--- config.mk ---
export PLATFORM = sky130hd
export DESIGN_NAME = muldiv_iter
export DESIGN_NICKNAME = d
export VERILOG_FILES = /design/src/rtl/p_hardisc.sv /design/src/rtl/muldiv_step.sv /design/src/rtl/muldiv_iter.sv
export SDC_FILE = /design/constraint.sdc
export NUM_CORES = 1
export LEC_CHECK = 0
export CORE_MARGIN = 3
export CORE_UTILIZATION = 31
export DETAILED_ROUTE_END_ITERATION = 10
export DONT_BUFFER_PORTS = 1
export PLACE_DENSITY_LB_ADDON = 0.3
export SYNTH_ARGS = -nofsm -noshare
export SYNTH_HDL_FRONTEND = slang
export SYNTH_SLANG_ARGS = --single-unit
--- constraint.sdc ---
create_clock -name s_clk_i -period 5.7 [get_ports s_clk_i]
set_clock_uncertainty 0.2 [all_clocks]
set_input_delay 0.285 -clock s_clk_i [delete_from_list [all_inputs] [get_ports s_clk_i]]
set_output_delay 0.285 -clock s_clk_i [all_outputs]
set_load 0.005 [all_outputs]
--- src/rtl/p_hardisc.sv ---
// Shared types for the iterative multiply/divide unit: FSM states and RISC-V M funct3 codes.
package p_hardisc;

  typedef enum logic [1:0] {
    IDLE = 2'd0,
    MUL  = 2'd1,
    DIV  = 2'd2,
    DONE = 2'd3
  } mdu_state_t;

  localparam logic [2:0] FN_MUL    = 3'd0;
  localparam logic [2:0] FN_MULH   = 3'd1;
  localparam logic [2:0] FN_MULHSU = 3'd2;
  localparam logic [2:0] FN_MULHU  = 3'd3;
  localparam logic [2:0] FN_DIV    = 3'd4;
  localparam logic [2:0] FN_DIVU   = 3'd5;
  localparam logic [2:0] FN_REM    = 3'd6;
  localparam logic [2:0] FN_REMU   = 3'd7;

endpackage

--- src/rtl/muldiv_step.sv ---
// One combinational iteration on magnitudes: MUL_BPC shift-add partial products,
// and one restoring subtract/shift step. The caller decides which results to keep.
module muldiv_step #(
  parameter int XLEN    = 32,
  parameter int MUL_BPC = 2
) (
  input  logic [2*XLEN-1:0] i_acc,
  input  logic [2*XLEN-1:0] i_mcand,
  input  logic [XLEN-1:0]   i_mplier,
  input  logic [XLEN-1:0]   i_rem,
  input  logic [XLEN-1:0]   i_quo,
  input  logic [XLEN-1:0]   i_divisor,
  output logic [2*XLEN-1:0] o_acc,
  output logic [2*XLEN-1:0] o_mcand,
  output logic [XLEN-1:0]   o_mplier,
  output logic [XLEN-1:0]   o_rem,
  output logic [XLEN-1:0]   o_quo
);

  logic [XLEN:0]   w_shift;
  logic [XLEN-1:0] w_diff;
  logic            w_fits;

  always_comb begin
    o_acc = i_acc;
    for (int k = 0; k < MUL_BPC; k++) begin
      if (i_mplier[k]) o_acc = o_acc + (i_mcand << k);
    end
  end

  assign o_mcand  = i_mcand << MUL_BPC;
  assign o_mplier = i_mplier >> MUL_BPC;

  // When the trial subtract fits, the difference is below the divisor, so XLEN bits suffice.
  assign w_shift = {i_rem, i_quo[XLEN-1]};
  assign w_fits  = (w_shift >= {1'b0, i_divisor});
  assign w_diff  = w_shift[XLEN-1:0] - i_divisor;
  assign o_rem   = w_fits ? w_diff : w_shift[XLEN-1:0];
  assign o_quo   = {i_quo[XLEN-2:0], w_fits};

endmodule

--- src/rtl/muldiv_iter.sv ---
// Iterative RISC-V M-extension unit: shift-add multiply, restoring divide, sign fix-up at the end.
// Optional MDU_FAST_ZERO_EN: zero-operand multiplies and divide-by-zero/overflow finish in one cycle.
module muldiv_iter
  import p_hardisc::*;
#(
  parameter int XLEN    = 32,
  parameter int MUL_BPC = 2
) (
  input  logic            s_clk_i,
  input  logic            s_reset_i,
  input  logic            s_stall_i,
  input  logic            s_flush_i,
  input  logic            s_start_i,
  input  logic [2:0]      s_function_i,
  input  logic [XLEN-1:0] s_operand1_i,
  input  logic [XLEN-1:0] s_operand2_i,
  output logic            s_busy_o,
  output logic            s_finished_o,
  output logic [XLEN-1:0] s_result_o
);

  localparam int MUL_CYC = XLEN / MUL_BPC;
  localparam int CW      = $clog2(XLEN) + 1;

  mdu_state_t        r_state, w_state_n;
  logic [CW-1:0]     r_cnt;
  logic [2:0]        r_fn;
  logic [2*XLEN-1:0] r_acc, r_mcand, w_acc_n, w_mcand_n, w_prod;
  logic [XLEN-1:0]   r_mplier, r_rem, r_quo, r_divisor, r_op1;
  logic [XLEN-1:0]   w_mplier_n, w_rem_n, w_quo_n, w_abs1, w_abs2, w_qfix, w_rfix, w_res;
  logic              r_neg1, r_neg2, r_dz, r_ovf;
  logic              w_sgn1, w_sgn2, w_neg1, w_neg2, w_dz, w_ovf, w_fast, w_go;

  assign w_sgn1 = (s_function_i == FN_MULH) || (s_function_i == FN_MULHSU) ||
                  (s_function_i == FN_DIV)  || (s_function_i == FN_REM);
  assign w_sgn2 = (s_function_i == FN_MULH) || (s_function_i == FN_DIV) ||
                  (s_function_i == FN_REM);
  assign w_neg1 = w_sgn1 & s_operand1_i[XLEN-1];
  assign w_neg2 = w_sgn2 & s_operand2_i[XLEN-1];
  assign w_abs1 = w_neg1 ? -s_operand1_i : s_operand1_i;
  assign w_abs2 = w_neg2 ? -s_operand2_i : s_operand2_i;
  assign w_dz   = (s_operand2_i == '0);
  assign w_ovf  = ((s_function_i == FN_DIV) || (s_function_i == FN_REM)) &&
                  (s_operand1_i == {1'b1, {(XLEN-1){1'b0}}}) && (s_operand2_i == '1);
  assign w_go   = (r_state == IDLE) && s_start_i && !s_flush_i;

`ifdef MDU_FAST_ZERO_EN
  assign w_fast = s_function_i[2] ? (w_dz | w_ovf)
                                  : ((s_operand1_i == '0) || (s_operand2_i == '0));
`else
  assign w_fast = 1'b0;
`endif

  always_comb begin
    w_state_n = r_state;
    unique case (r_state)
      IDLE:     if (s_start_i) w_state_n = w_fast ? DONE : (s_function_i[2] ? DIV : MUL);
      MUL, DIV: if (r_cnt == '0) w_state_n = DONE;
      DONE:     if (!s_stall_i) w_state_n = IDLE;
      default:  w_state_n = IDLE;
    endcase
    if (s_flush_i) w_state_n = IDLE;
  end

  muldiv_step #(.XLEN(XLEN), .MUL_BPC(MUL_BPC)) u_step (
    .i_acc     (r_acc),
    .i_mcand   (r_mcand),
    .i_mplier  (r_mplier),
    .i_rem     (r_rem),
    .i_quo     (r_quo),
    .i_divisor (r_divisor),
    .o_acc     (w_acc_n),
    .o_mcand   (w_mcand_n),
    .o_mplier  (w_mplier_n),
    .o_rem     (w_rem_n),
    .o_quo     (w_quo_n)
  );

  always_ff @(posedge s_clk_i) begin
    if (s_reset_i) begin
      r_state   <= IDLE;
      r_cnt     <= '0;
      r_fn      <= '0;
      r_acc     <= '0;
      r_mcand   <= '0;
      r_mplier  <= '0;
      r_rem     <= '0;
      r_quo     <= '0;
      r_divisor <= '0;
      r_op1     <= '0;
      r_neg1    <= 1'b0;
      r_neg2    <= 1'b0;
      r_dz      <= 1'b0;
      r_ovf     <= 1'b0;
    end else begin
      r_state <= w_state_n;
      if (w_go) begin
        r_fn      <= s_function_i;
        r_op1     <= s_operand1_i;
        r_neg1    <= w_neg1;
        r_neg2    <= w_neg2;
        r_dz      <= s_function_i[2] & w_dz;
        r_ovf     <= w_ovf;
        r_acc     <= '0;
        r_mcand   <= {{XLEN{1'b0}}, w_abs1};
        r_mplier  <= w_abs2;
        r_rem     <= '0;
        r_quo     <= w_abs1;
        r_divisor <= w_abs2;
        r_cnt     <= s_function_i[2] ? CW'(XLEN - 1) : CW'(MUL_CYC - 1);
      end else if (r_state == MUL) begin
        r_acc    <= w_acc_n;
        r_mcand  <= w_mcand_n;
        r_mplier <= w_mplier_n;
        r_cnt    <= r_cnt - 1'b1;
      end else if (r_state == DIV) begin
        r_rem <= w_rem_n;
        r_quo <= w_quo_n;
        r_cnt <= r_cnt - 1'b1;
      end
    end
  end

  // Special cases override the magnitude path so the fast path needs no iterations.
  assign w_prod = (r_neg1 ^ r_neg2) ? -r_acc : r_acc;
  assign w_qfix = r_dz ? '1 : (r_ovf ? r_op1 : ((r_neg1 ^ r_neg2) ? -r_quo : r_quo));
  assign w_rfix = r_dz ? r_op1 : (r_ovf ? '0 : (r_neg1 ? -r_rem : r_rem));

  always_comb begin
    w_res = '0;
    unique case (r_fn)
      FN_MUL:                       w_res = w_prod[XLEN-1:0];
      FN_MULH, FN_MULHSU, FN_MULHU: w_res = w_prod[2*XLEN-1:XLEN];
      FN_DIV, FN_DIVU:              w_res = w_qfix;
      default:                      w_res = w_rfix;
    endcase
  end

  assign s_busy_o     = (r_state == MUL) || (r_state == DIV);
  assign s_finished_o = (r_state == DONE);
  assign s_result_o   = (r_state == DONE) ? w_res : '0;

endmodule

==> results of run 1 <==
[area by class of cell]
class,count,share of cell area
flip-flops and latches,303,0.171
diodes,4,0.000282
repair buffers,645,0.149
clock inverters,19,0.00810
well taps,1155,0.0407
inverters,128,0.0135
multi-input cells,2973,0.585
clock buffers,55,0.0320
[Yosys cell counts (7+ instances only)]
cell type  number  share of area
ha_1          179          0.082
nor2b_1        24         0.0055
a221o_1        14         0.0051
nand2_1       280          0.039
or4_1          16         0.0044
nand3_1        57          0.010
and4_1          7         0.0022
o221ai_1       15         0.0048
nand2b_1       19         0.0044
o21bai_1       38          0.010
xnor2_1       186          0.060
a221oi_1       33          0.011
mux2i_1       143          0.052
dfxtp_1       303           0.22
clkbuf_1      192          0.026
mux2_2         47          0.019
and3_1         17         0.0039
a21o_1         97          0.027
nor2_1        349          0.048
o211ai_1       24         0.0066
buf_1          31         0.0043
nor3_1         90          0.017
a31oi_1        29         0.0067
a211oi_1      103          0.028
or3_1          37         0.0085
o21ai_0       250          0.046
nor4_1         21         0.0048
a21boi_0       52          0.014
inv_1         127          0.017
o41ai_1        23         0.0074
o21a_1         20         0.0055
xor2_1        118          0.038
a41oi_1         8         0.0026
nand4_1        55          0.013
a22o_1         39          0.013
o31ai_1        37          0.010
or2_2          12         0.0028
a21oi_1       408          0.075
o2111ai_1       9         0.0029
and2_1         15         0.0034
[state kept, by name, summed over array words and instances (netlist names)]
register   cells
r_op1         32
r_ovf          1
r_cnt          6
r_mcand       64
r_divisor     32
r_dz           1
r_state        2
r_neg1         1
r_rem         32
r_fn           3
r_acc         64
r_mplier      32
r_quo         32
r_neg2         1
[worst paths after layout]
check                                                start                          to  slack [ns]  cells past startpoint
worst max-delay path                 r_acc[0]$_SDFFE_PP0P_      r_acc[61]$_SDFFE_PP0P_       -0.18                     26
worst min-delay path                      s_operand1_i[22]          r_ovf$_SDFFE_PP0P_        0.04                      4
worst max register to register       r_acc[0]$_SDFFE_PP0P_      r_acc[61]$_SDFFE_PP0P_       -0.18                     26
worst min register to register  r_divisor[31]$_SDFFE_PP0P_  r_divisor[31]$_SDFFE_PP0P_        0.25                      1
[routing by layer]
layer / GRT usage / up-vias / part of all wire
li1: - / 14256 / -
met4: 0.0754 / 8 / 0.034
met3: 0.0638 / 202 / 0.093
met1: 0.312 / 14302 / 0.43
met2: 0.380 / 1045 / 0.44
met5: 0 / - / 0.00049
[power by group through the flow]
stage / combinational [W] / sequential (W) / clock [W]
floorplan: 0.00152 / 0.00239 / 0
global placement: 0.00223 / 0.00240 / 0
detailed placement: 0.00224 / 0.00241 / 0
CTS: 0.00239 / 0.00236 / 0.00282
global route: 0.00267 / 0.00238 / 0.00290
finish: 0.00246 / 0.00237 / 0.00277
[worst reg2reg max path: stages (launching register included)]
cell       delay (ns)
dfxtp_2          0.35
ha_4             0.14
inv_2            0.03
fa_2             0.34
nor2b_2          0.14
o31a_1           0.20
o221ai_2         0.14
a21oi_2          0.25
a21oi_2          0.12
a311o_1          0.42
a21o_1           0.26
o2111ai_2        0.22
o41ai_2          0.11
or3_4            0.38
ha_4             0.25
a21oi_4          0.13
o21ai_2          0.09
a221oi_2         0.32
a21oi_2          0.12
nor4b_2          0.33
o21ai_2          0.09
buf_6            0.14
nand4_1          0.10
a21boi_1         0.09
or4_1            0.41
a31o_2           0.21
a31oi_1          0.17
[kinds of logic (layout without fill, tap and decap cells)]
group,Yosys count,count (layout)
compound gates,1273,1273
fa+ha+maj,182,182
simple gates,1024,1024
flops,303,303
xor+xnor,304,304
buf+inv,351,847
mux,190,190
other cells,0,4
[repair_timing]
action	in CTS	in global routing
buffers inserted	10	22
setup endpoints to repair	28	30
hold endpoints to repair	204	0
resized for setup	81	102
hold buffers	158	0
pin swaps	37	75
[per-stage QoR]
| step | area, µm² | utilization | cells | power [W] | TNS, ns |
|---|---|---|---|---|---|
| 2_1_floorplan | 27300 | - | 3627 | 0.00390 | 0 |
| 3_3_place_gp | 31400 | 0.361 | 5016 | 0.00464 | -6.43 |
| 3_5_place_dp | 31400 | 0.361 | 5016 | 0.00465 | -7.32 |
| 4_1_cts | 34900 | 0.400 | 5257 | 0.00757 | -0.226 |
| 5_1_grt | 35500 | 0.408 | 5280 | 0.00795 | -3.47 |
| 6_report | 35500 | 0.409 | 5282 | 0.00759 | -0.524 |
[layout by cell type (no fill, tap or decap), types with 15 or more instances in the layout]
master | synthesis | routed
a211oi_1 | 103 | 94
a21boi_0 | 52 | 47
a21o_1 | 97 | 97
a21oi_1 | 408 | 379
a21oi_2 | 0 | 25
a221oi_1 | 33 | 27
a22o_1 | 39 | 39
a31oi_1 | 29 | 27
and3_1 | 17 | 17
buf_4 | 0 | 474
clkbuf_16 | 0 | 40
dfxtp_1 | 303 | 297
dlygate4sd3_1 | 0 | 157
ha_1 | 179 | 163
inv_1 | 127 | 125
mux2_2 | 47 | 45
mux2i_1 | 143 | 142
nand2_1 | 280 | 274
nand2b_1 | 19 | 18
nand3_1 | 57 | 56
nand4_1 | 55 | 55
nor2_1 | 349 | 345
nor2b_1 | 24 | 22
nor3_1 | 90 | 88
nor4_1 | 21 | 19
o211ai_1 | 24 | 24
o21a_1 | 20 | 20
o21ai_0 | 250 | 231
o21bai_1 | 38 | 36
o31ai_1 | 37 | 33
o41ai_1 | 23 | 19
or3_1 | 37 | 34
or4_1 | 16 | 15
xnor2_1 | 186 | 181
xor2_1 | 118 | 115
==> out/qor.yml, run 1 <==
pwr:
  switching_share: 0.352
  power.density_nw_per_um2: 214
  peakVddDrop_uv: 249
  p_sw_w: 0.00267
  leakagePower_nw: 14.9
  seqPwrFrac: 0.312
  p_int_w: 0.00492
  p_comb_frac: 0.324
  clock_power_share: 0.365
cts:
  cts_tree: "done"
  path_clk_slew_ns: 0.06
  cts_buffer_depth: 3
  clk_latency_ns: 0.60
  clock-sinks: 303
  cts_root_buf: "clkbuf_16"
  cts_buffers: 40
  h-tree-depth: 2
floorplan:
  die-area_um2: 91600
  io_pins: 106
  core-area_um2: 87000
  fp.dieW_um: 303
  initial_core_util: 0.313
  row_count: 108
  die_h_um: 303
critical_path:
  path_buf_inv: 2
  arrival_ns: 6.16
  slowest_stage: "a311o_1"
  cp-end-kind: "flop"
  setup.worst_path.start_class: "flop"
  required_ns: 5.98
  crit_top_cell: "a21oi_2"
  worstPathMaxFanout: 4
  critPathMaxStageDelay_ns: 0.42
  cpLargestDelayFamily: "compound AO/OA/AOI/OAI gates"
  critPathKind: "flop to flop"
route:
  firstDrtPassIters: 6
  drc: 0
  antenna_left: 0
  vias_per_cell: 5.64
  wl_per_cell_um: 21.4
  vias: 29813
  drt_wl_total_um: 113000
  drt-initial-drc-count: 2716
sta:
  post-route-min-period_ns: 5.88
  setup_viol_count_final: 6
  slew_headroom: 0.254
  fin_crit_sh: 1.03
  worst_pin_slew_ns: 1.12
  rsz0062_at_grt: "yes"
  worst_slack_ns: -0.177
  hold_viol: 0
  timing.hold.ws_ns: 0.0440
  drv_slew: 0
  fmax_ghz: 0.170
synthesis:
  synth_compound_area_frac: 0.301
  synth_seq_area_share: 0.222
  synth_edf_count: 0
  syn_nets: 3881
  synthSimpleGateAreaFrac: 0.174
  netlist_area_um2: 27300
  synth_cells: 3627
  synthArstFlopShare: 0
  synth_xor_area_frac: 0.0976
  synth_top_family_by_area: "compound AO/OA/AOI/OAI gates"
  synth_flop_cell: "dfxtp_1"
  synthMuxAreaShare: 0.0719
  synth_cell_types: 77
  yosysWarnings: 0
  ys_seq_elements: 303
  syn_area_per_cell_um2: 7.52
  synthAdderAreaFrac: 0.0843
global_route:
  grt_pass1_wl_um: 170000
  grt_usage: 0.238
  grt_pass1_vias: 28188
  grt_remaining_overflow: 0
  grt_max_degree: 112
  antenna_found_initial: 5
placed_design:
  preCtsSetupSlack_ns: -0.649
  port-buffer-count: 0
  gp_congestion: 0.967
  dp_hpwl_um: 83500
final_layout:
  num-fill-cells: 9012
  register_area_um2: 6080
  nets: 4345
  area_growth_pct: 30.3
  multi_input_comb_area_um2: 20800
  drive_above_1_share: 0.190
hold_path:
  hold_path_class: "input port to flop"
job:
  drv_cap: 0
run_status:
  status: "complete, but fails checks"
  violations: "setup timing"
No activity file was read; power rests on OpenSTA's default activity.
==> inputs of run 2 (changes only) <==
--- a/config.mk
+++ b/config.mk
@@ -11,3 +11,2 @@
 export DONT_BUFFER_PORTS = 1
-export PLACE_DENSITY_LB_ADDON = 0.3
 export SYNTH_ARGS = -nofsm -noshare
==> constraint.sdc (replaced) <==
create_clock -name s_clk_i -period 5.7 [get_ports s_clk_i]
set_clock_uncertainty 0.2 [all_clocks]
set_input_delay 0.57 -clock s_clk_i [delete_from_list [all_inputs] [get_ports s_clk_i]]
set_output_delay 0.57 -clock s_clk_i [all_outputs]
set_load 0.005 [all_outputs]
==> run 2 against run 1 <==
Effect of this change:
- the flow still finishes with violations (setup timing)
- hold slack got worse by 0.0061 ns
- sequential share of layout area is 0.73 points higher
- die area is the same
- critical path depth grew 1
- cell count is 2.8% lower
- non-clock buffer count fell by 141
- routed wire length fell by 2.6%
- largest power group unchanged
==> out/qor.yml, run 2 (synthesis gave the netlist of run 1 again) <==
route:
  drt_wl_total_um: 110000  # -2.6%
  wl_per_cell_um: 21.5  # +0.13%
  antenna_left: 0  # unchanged
  drt-initial-drc-count: 2826  # +4.1%
  wl_met1_um: 47300  # -3.1%
  vias: 29396  # -1.4%
  vias_per_cell: 5.72  # +1.4%
  wl_met3_um: 10500  # -1.2%
  wl_met2_um: 48200  # -3.7%
  highest_layer: "met5"
  firstDrtPassIters: 6  # unchanged
  drc: 0  # unchanged
cts:
  clock-sinks: 303  # unchanged
  cts_root_buf: "clkbuf_16"
  path_clk_slew_ns: 0.06  # about the same
  cts_tree: "done"
  cts_buffer_depth: 3  # unchanged
  cts_buffers: 38  # -5.0%
  clk_latency_ns: 0.59  # about the same
  h-tree-depth: 2  # unchanged
global_route:
  grt_pass1_vias: 27497  # -2.5%
  grt_max_degree: 105  # -6.3%
  antenna_found_initial: 6  # +1
  grt_usage: 0.231  # -0.00746
  grt_remaining_overflow: 0  # unchanged
  grt_pass1_wl_um: 166000  # -2.9%
critical_path:
  worstPathMaxFanout: 5  # +1
  r2r_cells: 27  # +3.8%
  rrSetupSlack_ns: -0.05  # +0.13 ns
  slowest_stage: "or3_4"
  path_buf_inv: 3  # +1
  setup.worst_path.start_class: "flop"
  cp-end-kind: "flop"
  arrival_ns: 6.04  # -0.12 ns
  critPathMaxStageDelay_ns: 0.42  # about the same
  timing.rr.end: "r_acc[61]$_SDFFE_PP0P_"
  required_ns: 5.99  # about the same
  cpLargestDelayFamily: "compound AO/OA/AOI/OAI gates"
  timing.rr.start: "r_acc[0]$_SDFFE_PP0P_"
  critPathKind: "flop to flop"
final_layout:
  reg.largest.list: "r_acc (64), r_mcand (64)"
  multi_input_comb_area_um2: 20800  # about the same
  area_growth_pct: 25.1
  drive_above_1_share: 0.191  # +0.000889
  layout_commonest_cell: "buf_4"
  finalNonFillerCells: 5136  # -2.8%
  num-fill-cells: 9032  # +0.22%
  register_area_um2: 6080  # about the same
  fin_area_um2: 34100  # -4.0%
  layout_common_cells: "451 x buf_4, 379 x a21oi_1, 340 x nor2_1"
  nets: 4202  # -3.3%
pwr:
  p_sw_w: 0.00262  # -1.9%
  seqPwrFrac: 0.325  # +0.013
  peakVddDrop_uv: 211  # -15%
  clock_power_share: 0.355  # -0.010
  p_comb_frac: 0.321  # -0.003
  p_int_w: 0.00470  # -4.6%
  leakagePower_nw: 14.0  # -5.9%
  power.density_nw_per_um2: 214  # +0.39%
  switching_share: 0.358  # +0.00652
  finalPower_w: 0.00732  # -3.7%
job:
  drv_cap: 0  # unchanged
placed_design:
  gp_congestion: 0.989  # +2.2%
  preCtsSetupSlack_ns: -0.544  # +0.104 ns
  placed_cell_area_um2: 31300  # -0.55%
  port-buffer-count: 0  # unchanged
  dp_cells: 4991  # -0.50%
  dp_hpwl_um: 81900  # -2.0%
sta:
  slew_headroom: 0.144  # -0.111
  drv_slew: 0  # unchanged
  final.setup.tns_ns: -0.0566  # +0.468 ns
  rsz0062_at_grt: "yes"
  fin_crit_sh: 1.01  # -0.0226
  hold_viol: 0  # unchanged
  setup_viol_count_final: 2  # -4
  post-route-min-period_ns: 5.75  # -0.129 ns
  worst_pin_slew_ns: 1.28  # +0.155 ns
  fmax_ghz: 0.174  # +2.2%
  worst_slack_ns: -0.0478  # +0.129 ns
hold_path:
  min_path_cells: 2  # -2
  worstHoldStart: "s_operand1_i[10]"
  hold_end: "r_mcand[10]$_SDFFE_PP0P_"
  hold_path_class: "input port to flop"
floorplan:
  io_pins: 106  # unchanged
  die-area_um2: 91600  # unchanged
  die_h_um: 303  # unchanged
  fp.dieW_um: 303  # unchanged
  initial_core_util: 0.313  # unchanged
  core-area_um2: 87000  # unchanged
  row_count: 108  # unchanged
run_status:
  status: "complete, but fails checks"
  violations: "setup timing"
run 2: cell types whose count changed in the layout (fill, tap and decap cells not counted), sizes merged:
cell | before | now
dlygate4sd3 | 157 | 39
buf | 488 | 465
bufinv | 5 | 3
clkbuf | 55 | 57
clkinv | 9 | 7
clkinvlp | 4 | 2
diode | 4 | 3
run 2: timing repair:
item | 4_1_cts | 5_1_grt
setup buffers | 15 | 18
hold buffers | 40 | 0
resized for setup | 62 | 132
setup endpoints to repair | 28 | 35
pin swaps | 29 | 62
hold endpoints to repair | 152 | 0
run 2: cell type report:
type | instances | area share
Multi-Input combinational cell | 2973 | 0.610
Sequential cell | 303 | 0.178
Timing Repair Buffer | 504 | 0.117
Tap cell | 1155 | 0.0424
Clock buffer | 57 | 0.0326
Inverter | 128 | 0.0141
Clock inverter | 13 | 0.00554
Antenna cell | 3 | 0.000220
run 2: worst max path at each step:
stage / from / endpoint / cells after the start
after floorplan: r_mcand[0]$_SDFFE_PP0P_ / r_acc[61]$_SDFFE_PP0P_ / 26
after global placement: r_mcand[0]$_SDFFE_PP0P_ / r_acc[61]$_SDFFE_PP0P_ / 26
after detailed placement: r_mcand[0]$_SDFFE_PP0P_ / r_acc[61]$_SDFFE_PP0P_ / 26
after CTS: r_acc[0]$_SDFFE_PP0P_ / r_acc[61]$_SDFFE_PP0P_ / 27
after global routing: r_acc[0]$_SDFFE_PP0P_ / r_acc[61]$_SDFFE_PP0P_ / 27
final: r_acc[0]$_SDFFE_PP0P_ / r_acc[61]$_SDFFE_PP0P_ / 27
run 2: routing by layer:
metal	track usage	vias up
met3	0.0545	225
met5	0	-
met4	0.0792	4
met1	0.308	14041
li1	-	14005
met2	0.363	1121
run 2: power groups by stage:
stage | clock [W] | sequential, W | combinational [W]
2_1_floorplan | 0 | 0.00239 | 0.00152
3_3_place_gp | 0 | 0.00241 | 0.00219
3_5_place_dp | 0 | 0.00241 | 0.00220
4_1_cts | 0.00263 | 0.00237 | 0.00227
5_1_grt | 0.00270 | 0.00239 | 0.00255
6_report | 0.00259 | 0.00238 | 0.00235
run 2: metrics by stage:
stage                     hold WS, ns   util
after floorplan                 0.226      -
after global placement          0.236  0.359
after detailed placement        0.243  0.359
after CTS                      0.0224  0.383
after global routing           0.0648  0.392
final                          0.0379  0.392
